<file path="config.mk">
export PLATFORM = sky130hd
export DESIGN_NAME = mem_access_unit_flat
export DESIGN_NICKNAME = d
export VERILOG_FILES = /design/src/rtl/mem_access_unit_if.sv /design/src/rtl/mem_access_unit.sv /design/src/flat_wrapper.sv
export SDC_FILE = /design/constraint.sdc
export NUM_CORES = 1
export LEC_CHECK = 0
export CELL_PAD_IN_SITES_DETAIL_PLACEMENT = 2
export CELL_PAD_IN_SITES_GLOBAL_PLACEMENT = 2
export CORE_MARGIN = 2
export CORE_UTILIZATION = 28
export DETAILED_ROUTE_END_ITERATION = 8
export GPL_TIMING_DRIVEN = 0
export HOLD_SLACK_MARGIN = 0.08
export PLACE_DENSITY = 0.89
export SYNTH_ARGS = -nofsm -noshare
export SYNTH_HDL_FRONTEND = slang
export SYNTH_SLANG_ARGS = --single-unit
</file>
<file path="constraint.sdc">
create_clock -name clk -period 6.2 [get_ports clk]
set_clock_uncertainty 0.1 [all_clocks]
set_input_delay 0.93 -clock clk [delete_from_list [all_inputs] [get_ports clk]]
set_output_delay 0.93 -clock clk [all_outputs]
set_load 0.05 [all_outputs]
</file>
<file path="src/rtl/mem_access_unit_if.sv">
// Load/store port bundle: datapath request/completion plus the word-addressed memory handshake.
// The master side issues requests and plays memory; the slave side is the access unit.
interface mem_access_unit_if;
  logic        req_valid;
  logic        req_we;
  logic [2:0]  req_funct3;
  logic [31:0] req_addr;
  logic [31:0] req_wdata;
  logic        req_ready;
  logic        done;
  logic [31:0] load_data;
  logic        fault;
  logic [1:0]  fault_cause;
  logic        mem_read;
  logic        mem_write;
  logic [31:0] mem_address;
  logic [31:0] mem_wdata;
  logic [3:0]  mem_byte_enable;
  logic [31:0] mem_rdata;
  logic        mem_resp;

  modport master (
    output req_valid, req_we, req_funct3, req_addr, req_wdata, mem_rdata, mem_resp,
    input  req_ready, done, load_data, fault, fault_cause,
           mem_read, mem_write, mem_address, mem_wdata, mem_byte_enable
  );

  modport slave (
    input  req_valid, req_we, req_funct3, req_addr, req_wdata, mem_rdata, mem_resp,
    output req_ready, done, load_data, fault, fault_cause,
           mem_read, mem_write, mem_address, mem_wdata, mem_byte_enable
  );
endinterface

</file>
<file path="src/rtl/mem_access_unit.sv">
// CPU load/store port: one request at a time, memory signals held until mem_resp,
// load data lane-aligned and extended, faults reported without touching memory.
module mem_access_unit #(
  parameter int unsigned TIMEOUT_CYCLES = 64
) (
  input  logic             clk,
  input  logic             rst,
  mem_access_unit_if.slave bus
);
  typedef enum logic [1:0] {
    IDLE = 2'd0,
    RD   = 2'd1,
    WR   = 2'd2,
    RESP = 2'd3
  } state_t;

  localparam logic [1:0] CAUSE_NONE     = 2'b00;
  localparam logic [1:0] CAUSE_MISALIGN = 2'b01;
  localparam logic [1:0] CAUSE_FUNCT3   = 2'b10;
  localparam logic [1:0] CAUSE_TIMEOUT  = 2'b11;

  state_t      state;
  state_t      state_next;
  logic [2:0]  funct3_p0;
  logic [31:0] addr_p0;
  logic [31:0] wdata_p0;
  logic [31:0] tmo_cnt;
  logic [31:0] load_data_q;
  logic        fault_q;
  logic [1:0]  cause_q;

  logic        accept;
  logic        busy;
  logic        bad_funct3;
  logic        bad_align;
  logic        tmo_expire;
  logic        req_ready_c;
  logic        done_c;
  logic        mem_read_c;
  logic        mem_write_c;

  function automatic logic funct3_legal(input logic we, input logic [2:0] f3);
    case (f3)
      3'b000, 3'b001, 3'b010: funct3_legal = 1'b1;
      3'b100, 3'b101:         funct3_legal = !we;
      default:                funct3_legal = 1'b0;
    endcase
  endfunction

  function automatic logic misaligned(input logic [2:0] f3, input logic [1:0] off);
    case (f3[1:0])
      2'b01:   misaligned = off[0];
      2'b10:   misaligned = (off != 2'b00);
      default: misaligned = 1'b0;
    endcase
  endfunction

  // Loads always fetch the whole word; only stores narrow the lane mask.
  function automatic logic [3:0] lane_mask(input logic we, input logic [2:0] f3,
                                           input logic [1:0] off);
    if (!we) begin
      lane_mask = 4'b1111;
    end else begin
      case (f3[1:0])
        2'b00:   lane_mask = 4'b0001 << off;
        2'b01:   lane_mask = 4'b0011 << off;
        default: lane_mask = 4'b1111;
      endcase
    end
  endfunction

  function automatic logic [31:0] load_extract(input logic [31:0] rdata, input logic [2:0] f3,
                                               input logic [1:0] off);
    logic [31:0]        lane;
    logic signed [7:0]  lane_b;
    logic signed [15:0] lane_h;
    lane   = rdata >> {off, 3'b000};
    lane_b = signed'(lane[7:0]);
    lane_h = signed'(lane[15:0]);
    case (f3)
      3'b000:  load_extract = 32'(lane_b);
      3'b001:  load_extract = 32'(lane_h);
      3'b100:  load_extract = {24'd0, lane[7:0]};
      3'b101:  load_extract = {16'd0, lane[15:0]};
      default: load_extract = lane;
    endcase
  endfunction

  assign accept     = (state == IDLE) && bus.req_valid;
  assign busy       = (state == RD) || (state == WR);
  assign bad_funct3 = !funct3_legal(bus.req_we, bus.req_funct3);
  assign bad_align  = misaligned(bus.req_funct3, bus.req_addr[1:0]);
  assign tmo_expire = (TIMEOUT_CYCLES != 0) && (tmo_cnt == TIMEOUT_CYCLES - 1);

  always_comb begin
    state_next  = state;
    req_ready_c = 1'b0;
    done_c      = 1'b0;
    mem_read_c  = 1'b0;
    mem_write_c = 1'b0;
    case (state)
      IDLE: begin
        req_ready_c = 1'b1;
        if (bus.req_valid) begin
          if (bad_funct3 || bad_align) state_next = RESP;
          else if (bus.req_we)         state_next = WR;
          else                         state_next = RD;
        end
      end
      RD: begin
        mem_read_c = 1'b1;
        if (bus.mem_resp || tmo_expire) state_next = RESP;
      end
      WR: begin
        mem_write_c = 1'b1;
        if (bus.mem_resp || tmo_expire) state_next = RESP;
      end
      RESP: begin
        done_c     = 1'b1;
        state_next = IDLE;
      end
      default: state_next = IDLE;
    endcase
  end

  always_ff @(posedge clk) begin
    if (rst) state <= IDLE;
    else     state <= state_next;
  end

  // p0: request captured at accept, held for the whole transaction.
  always_ff @(posedge clk) begin
    if (accept) begin
      funct3_p0 <= bus.req_funct3;
      addr_p0   <= bus.req_addr;
      wdata_p0  <= bus.req_wdata;
    end
  end

  // Completion: result registers change only on the edge that enters RESP.
  always_ff @(posedge clk) begin
    if (rst) begin
      tmo_cnt     <= '0;
      load_data_q <= '0;
      fault_q     <= 1'b0;
      cause_q     <= CAUSE_NONE;
    end else begin
      if (busy) tmo_cnt <= tmo_cnt + 32'd1;
      else      tmo_cnt <= '0;

      if (accept && (bad_funct3 || bad_align)) begin
        fault_q <= 1'b1;
        cause_q <= bad_funct3 ? CAUSE_FUNCT3 : CAUSE_MISALIGN;
      end else if (busy && bus.mem_resp) begin
        fault_q <= 1'b0;
        cause_q <= CAUSE_NONE;
        if (state == RD) load_data_q <= load_extract(bus.mem_rdata, funct3_p0, addr_p0[1:0]);
      end else if (busy && tmo_expire) begin
        fault_q <= 1'b1;
        cause_q <= CAUSE_TIMEOUT;
      end
    end
  end

  assign bus.req_ready       = req_ready_c;
  assign bus.done            = done_c;
  assign bus.mem_read        = mem_read_c;
  assign bus.mem_write       = mem_write_c;
  assign bus.mem_address     = busy ? {addr_p0[31:2], 2'b00} : 32'd0;
  assign bus.mem_wdata       = (state == WR) ? (wdata_p0 << {addr_p0[1:0], 3'b000}) : 32'd0;
  assign bus.mem_byte_enable = busy ? lane_mask(state == WR, funct3_p0, addr_p0[1:0]) : 4'd0;
  assign bus.load_data       = load_data_q;
  assign bus.fault           = fault_q;
  assign bus.fault_cause     = cause_q;
endmodule

</file>
<file path="src/flat_wrapper.sv">
// flat-port wrapper written by rule: the top's interface ports become plain ports
module mem_access_unit_flat 
#(
  parameter int unsigned TIMEOUT_CYCLES = 64
)
  (clk, rst, bus_req_valid, bus_req_we, bus_req_funct3, bus_req_addr, bus_req_wdata, bus_mem_rdata, bus_mem_resp, bus_req_ready, bus_done, bus_load_data, bus_fault, bus_fault_cause, bus_mem_read, bus_mem_write, bus_mem_address, bus_mem_wdata, bus_mem_byte_enable);
  mem_access_unit_if bus_i ();
  input  logic clk;
  input  logic rst;
  input wire logic [$bits(bus_i.req_valid)-1:0] bus_req_valid;
  input wire logic [$bits(bus_i.req_we)-1:0] bus_req_we;
  input wire logic [$bits(bus_i.req_funct3)-1:0] bus_req_funct3;
  input wire logic [$bits(bus_i.req_addr)-1:0] bus_req_addr;
  input wire logic [$bits(bus_i.req_wdata)-1:0] bus_req_wdata;
  input wire logic [$bits(bus_i.mem_rdata)-1:0] bus_mem_rdata;
  input wire logic [$bits(bus_i.mem_resp)-1:0] bus_mem_resp;
  output wire logic [$bits(bus_i.req_ready)-1:0] bus_req_ready;
  output wire logic [$bits(bus_i.done)-1:0] bus_done;
  output wire logic [$bits(bus_i.load_data)-1:0] bus_load_data;
  output wire logic [$bits(bus_i.fault)-1:0] bus_fault;
  output wire logic [$bits(bus_i.fault_cause)-1:0] bus_fault_cause;
  output wire logic [$bits(bus_i.mem_read)-1:0] bus_mem_read;
  output wire logic [$bits(bus_i.mem_write)-1:0] bus_mem_write;
  output wire logic [$bits(bus_i.mem_address)-1:0] bus_mem_address;
  output wire logic [$bits(bus_i.mem_wdata)-1:0] bus_mem_wdata;
  output wire logic [$bits(bus_i.mem_byte_enable)-1:0] bus_mem_byte_enable;
  assign bus_i.req_valid = bus_req_valid;
  assign bus_i.req_we = bus_req_we;
  assign bus_i.req_funct3 = bus_req_funct3;
  assign bus_i.req_addr = bus_req_addr;
  assign bus_i.req_wdata = bus_req_wdata;
  assign bus_i.mem_rdata = bus_mem_rdata;
  assign bus_i.mem_resp = bus_mem_resp;
  assign bus_req_ready = bus_i.req_ready;
  assign bus_done = bus_i.done;
  assign bus_load_data = bus_i.load_data;
  assign bus_fault = bus_i.fault;
  assign bus_fault_cause = bus_i.fault_cause;
  assign bus_mem_read = bus_i.mem_read;
  assign bus_mem_write = bus_i.mem_write;
  assign bus_mem_address = bus_i.mem_address;
  assign bus_mem_wdata = bus_i.mem_wdata;
  assign bus_mem_byte_enable = bus_i.mem_byte_enable;
  mem_access_unit #(.TIMEOUT_CYCLES(TIMEOUT_CYCLES)) u_core (.clk(clk), .rst(rst), .bus(bus_i));
endmodule
</file>
==> out/results.txt <==
Leakage: 0.003507 uW
Top-area cell type share of the netlist area: 30.91%
H-tree levels: 4
Unrepaired setup endpoints after global routing: false
Dominant synthesized flop cell: dfxtp_1
IO buf count: 208
Largest net degree at the start of global routing: 33
Hold slack: 0.3737 ns
CP required: 5.17 ns
Sequential area share after synthesis: 52.12%
Part of the power in combinational logic: 45.3%
Initial Util: 28.67%
Syn Std Cell Area: 0.006510 mm2
Clock Latency Late Sink: 0.42 ns
Post-route setup TNS: 0 ns
Slew margin rel.: 40.49%
Max-slew violations: 0
Worst-case clock buffer depth: 2
Seq cells post-synth: 136
Grt ovf: 0
Sw power: 1717 uW
Maxcap violations: 0
Clock Power Share: 25.5%
Share of layout cells above drive strength 1: 8.844%
Unique masters post-synth: 55
Flop pwr share: 29.3%
First-pass GRT wire length: 37.66 mm
Fmax: 0.2326 GHz
Setup Buffers After CTS: 0
CTS resizes: 0
EDFF count, synth: 67
HP Class: reg -> reg
Worst-margin pin slew: 0.8852 ns
DR WL/cell: 21.22 um
Clock tree sinks: 136
Switching share of power: 43.00%
Post-Syn Area per Cell: 10.19 um2
Placeable Area: 0.02271 mm2
DRT Wirelength: 24.81 mm
Row cnt: 55
Critical path, cell by cell: buf_2, inv_1, nand2_1, nor2_1, and2_1, clkdlybuf4s50_1
Vias in the first global route: 6,412
Initial antenna violation count: 2
Power per Cell Area: 416.7 mW/mm2
WS Path Type: reg -> out
DRT iter0 DRCs: 196
Worst reg2reg startpoint: u_core.state[0]
Async S/R FF share, synth: 0%
Outcome: completed
HP Start: u_core.bus.load_data[1]
Antenna-violating nets left: 0
Clock transition at the registers of the reported paths: 0.06 ns
CTS root buf: clkbuf_16
Hpwl dp: 18.68 mm
First-pass DRT Iterations: 4
Slowest stage delay, CP: 0.83 ns
Worst EP arrival: 3.27 ns
CTS buffer count: 17
Post-synth top area cell: edfxtp_1
Area growth syn-to-layout: 47.20%
Final worst path period share: 69.34%
Final hold violations: 0
Synth warn: 0
Critical path's slowest cell: clkdlybuf4s50_1
Critical Path Start: u_core.addr_p0[1]
DR vias/cell: 4.938
Total GRT Usage: 20.34%
Number of setup violations in the final report: 0
CP endpoint kind: output port
DRC errors left: 0
Worst vdd ir: 0.1967 mV
Hold buffer count at CTS: 0
Vert. Die Dim: 156.5 um
Fin nets: 981
CTS tree: yes
Die area: 0.02449 mm2
IO Count: 211
Int Power: 2276 uW
Synthesized instance count: 639
Die Span X: 156.5 um
GPL Wtd Cong: 0.7693
Crit Path Max Fanout: 10
Area contributors post-synth: edfxtp_1 31%, dfxtp_1 21%, mux2i_1 6.3%
CP Launch Type: register
Crit path time final: 4.299 ns
Vias: 5,772
-- power by group through the flow --
stage	registers (uW)	clock network, uW	logic [uW]
CTS	1170	1040	1830
floorplan	1280	0	1040
detailed placement	1190	0	1820
global placement	1190	0	1760
finish	1170	1020	1810
global route	1180	1070	1910
-- cells by family (layout without fill, tap and decap cells) --
group | after synthesis | in the layout | synth area share, %
flops | 136 | 136 | 52.12
mux | 50 | 50 | 8.034
fa+ha+maj | 8 | 8 | 1.538
compound gates | 106 | 106 | 11.01
other cells | 1 | 4 | 0.05760
xor+xnor | 24 | 24 | 3.229
simple gates | 261 | 261 | 20.39
buf+inv | 53 | 295 | 3.613
-- sequential cells by signal, summed over array words and instances (netlist names) --
register                cells
u_core.bus.fault            1
u_core.bus.load_data       32
u_core.bus.fault_cause      2
u_core.wdata_p0            32
u_core.state                2
u_core.tmo_cnt             32
u_core.addr_p0             32
u_core.funct3_p0            3
-- critical path: cells and delay by family, from the launching register on --
| kind | cells | cell delay, ns |
|---|---|---|
| buffers and inverters | 3 | 1.27 |
| and+or+nand+nor | 3 | 1.15 |
| DFF | 1 | 0.43 |
-- worst paths after layout --
check,endpoint,slack [ns],cells past startpoint
max,bus_mem_wdata[2],1.90,6
min,u_core.bus.load_data[1],0.37,2
max reg2reg,u_core.bus.load_data[8],3.55,6
min reg2reg,u_core.bus.load_data[1],0.37,2
-- Yosys cell counts, types with 2 or more instances --
master	count
o21ai_0	25
buf_1	4
a41o_1	2
xor2_1	16
nor4_1	7
buf_6	2
nand4_1	8
and3_1	11
nand3_1	13
or3_1	3
ha_1	8
and4_1	2
a21oi_1	34
a211oi_1	14
nor2_1	74
nand4_4	2
and2_1	47
xnor2_1	8
buf_4	3
nor2b_1	5
inv_1	14
a22oi_1	2
nand2_1	73
dfxtp_1	69
edfxtp_1	67
or2_2	2
a211oi_2	10
nand2b_1	4
mux2_2	8
o211ai_1	8
a31oi_1	2
buf_2	8
clkbuf_1	22
mux2i_1	41
-- per-layer routing --
metal  wire (um)  share of wire, %  track usage (%)
met5           0                 0                0
met4         444               1.8            6.116
met3         966               3.9            4.099
met2       13060                53            37.11
met1       10340                42            23.99
-- cell type report --
cell class / count / area [um2]
fillers: 2400 / 13130
flip-flops and latches: 136 / 3393
multi-input cells: 451 / 2893
repair buffers: 210 / 2122
clock buffers: 18 / 429.2
well taps: 285 / 356.6
plain buffers: 39 / 182.7
clock inverters: 14 / 148.9
inverters: 14 / 52.55
diodes: 2 / 5.005
-- through the flow --
step           area (um2)  power, uW  utilization [%]  worst slack (ns)  instances
4_1_cts              9578       4041            42.18             1.882       1167
3_3_place_gp         8952       2957            39.42            -1.128       1133
5_1_grt              9580       4168            42.19             1.728       1168
6_report             9583       3993            42.20             1.901       1169
3_5_place_dp         9000       3012            39.63             2.338       1135
2_1_floorplan        6514       2317                -             1.088        640
-- cell usage in the layout, fill, tap and decap left out, drive strengths merged, types with 9 or more instances in the layout --
cell type      instances
nor2                  74
nand4                 11
clkbuf                40
dfxtp                 69
edfxtp                67
mux2i                 41
o21ai                 25
xor2                  16
clkdlybuf4s50        208
inv                   17
a21oi                 34
buf                   19
and3                  12
a211oi                24
and2                  47
nand2                 73
nand3                 14
nor4                   9
No activity file was read; power rests on OpenSTA's default activity.
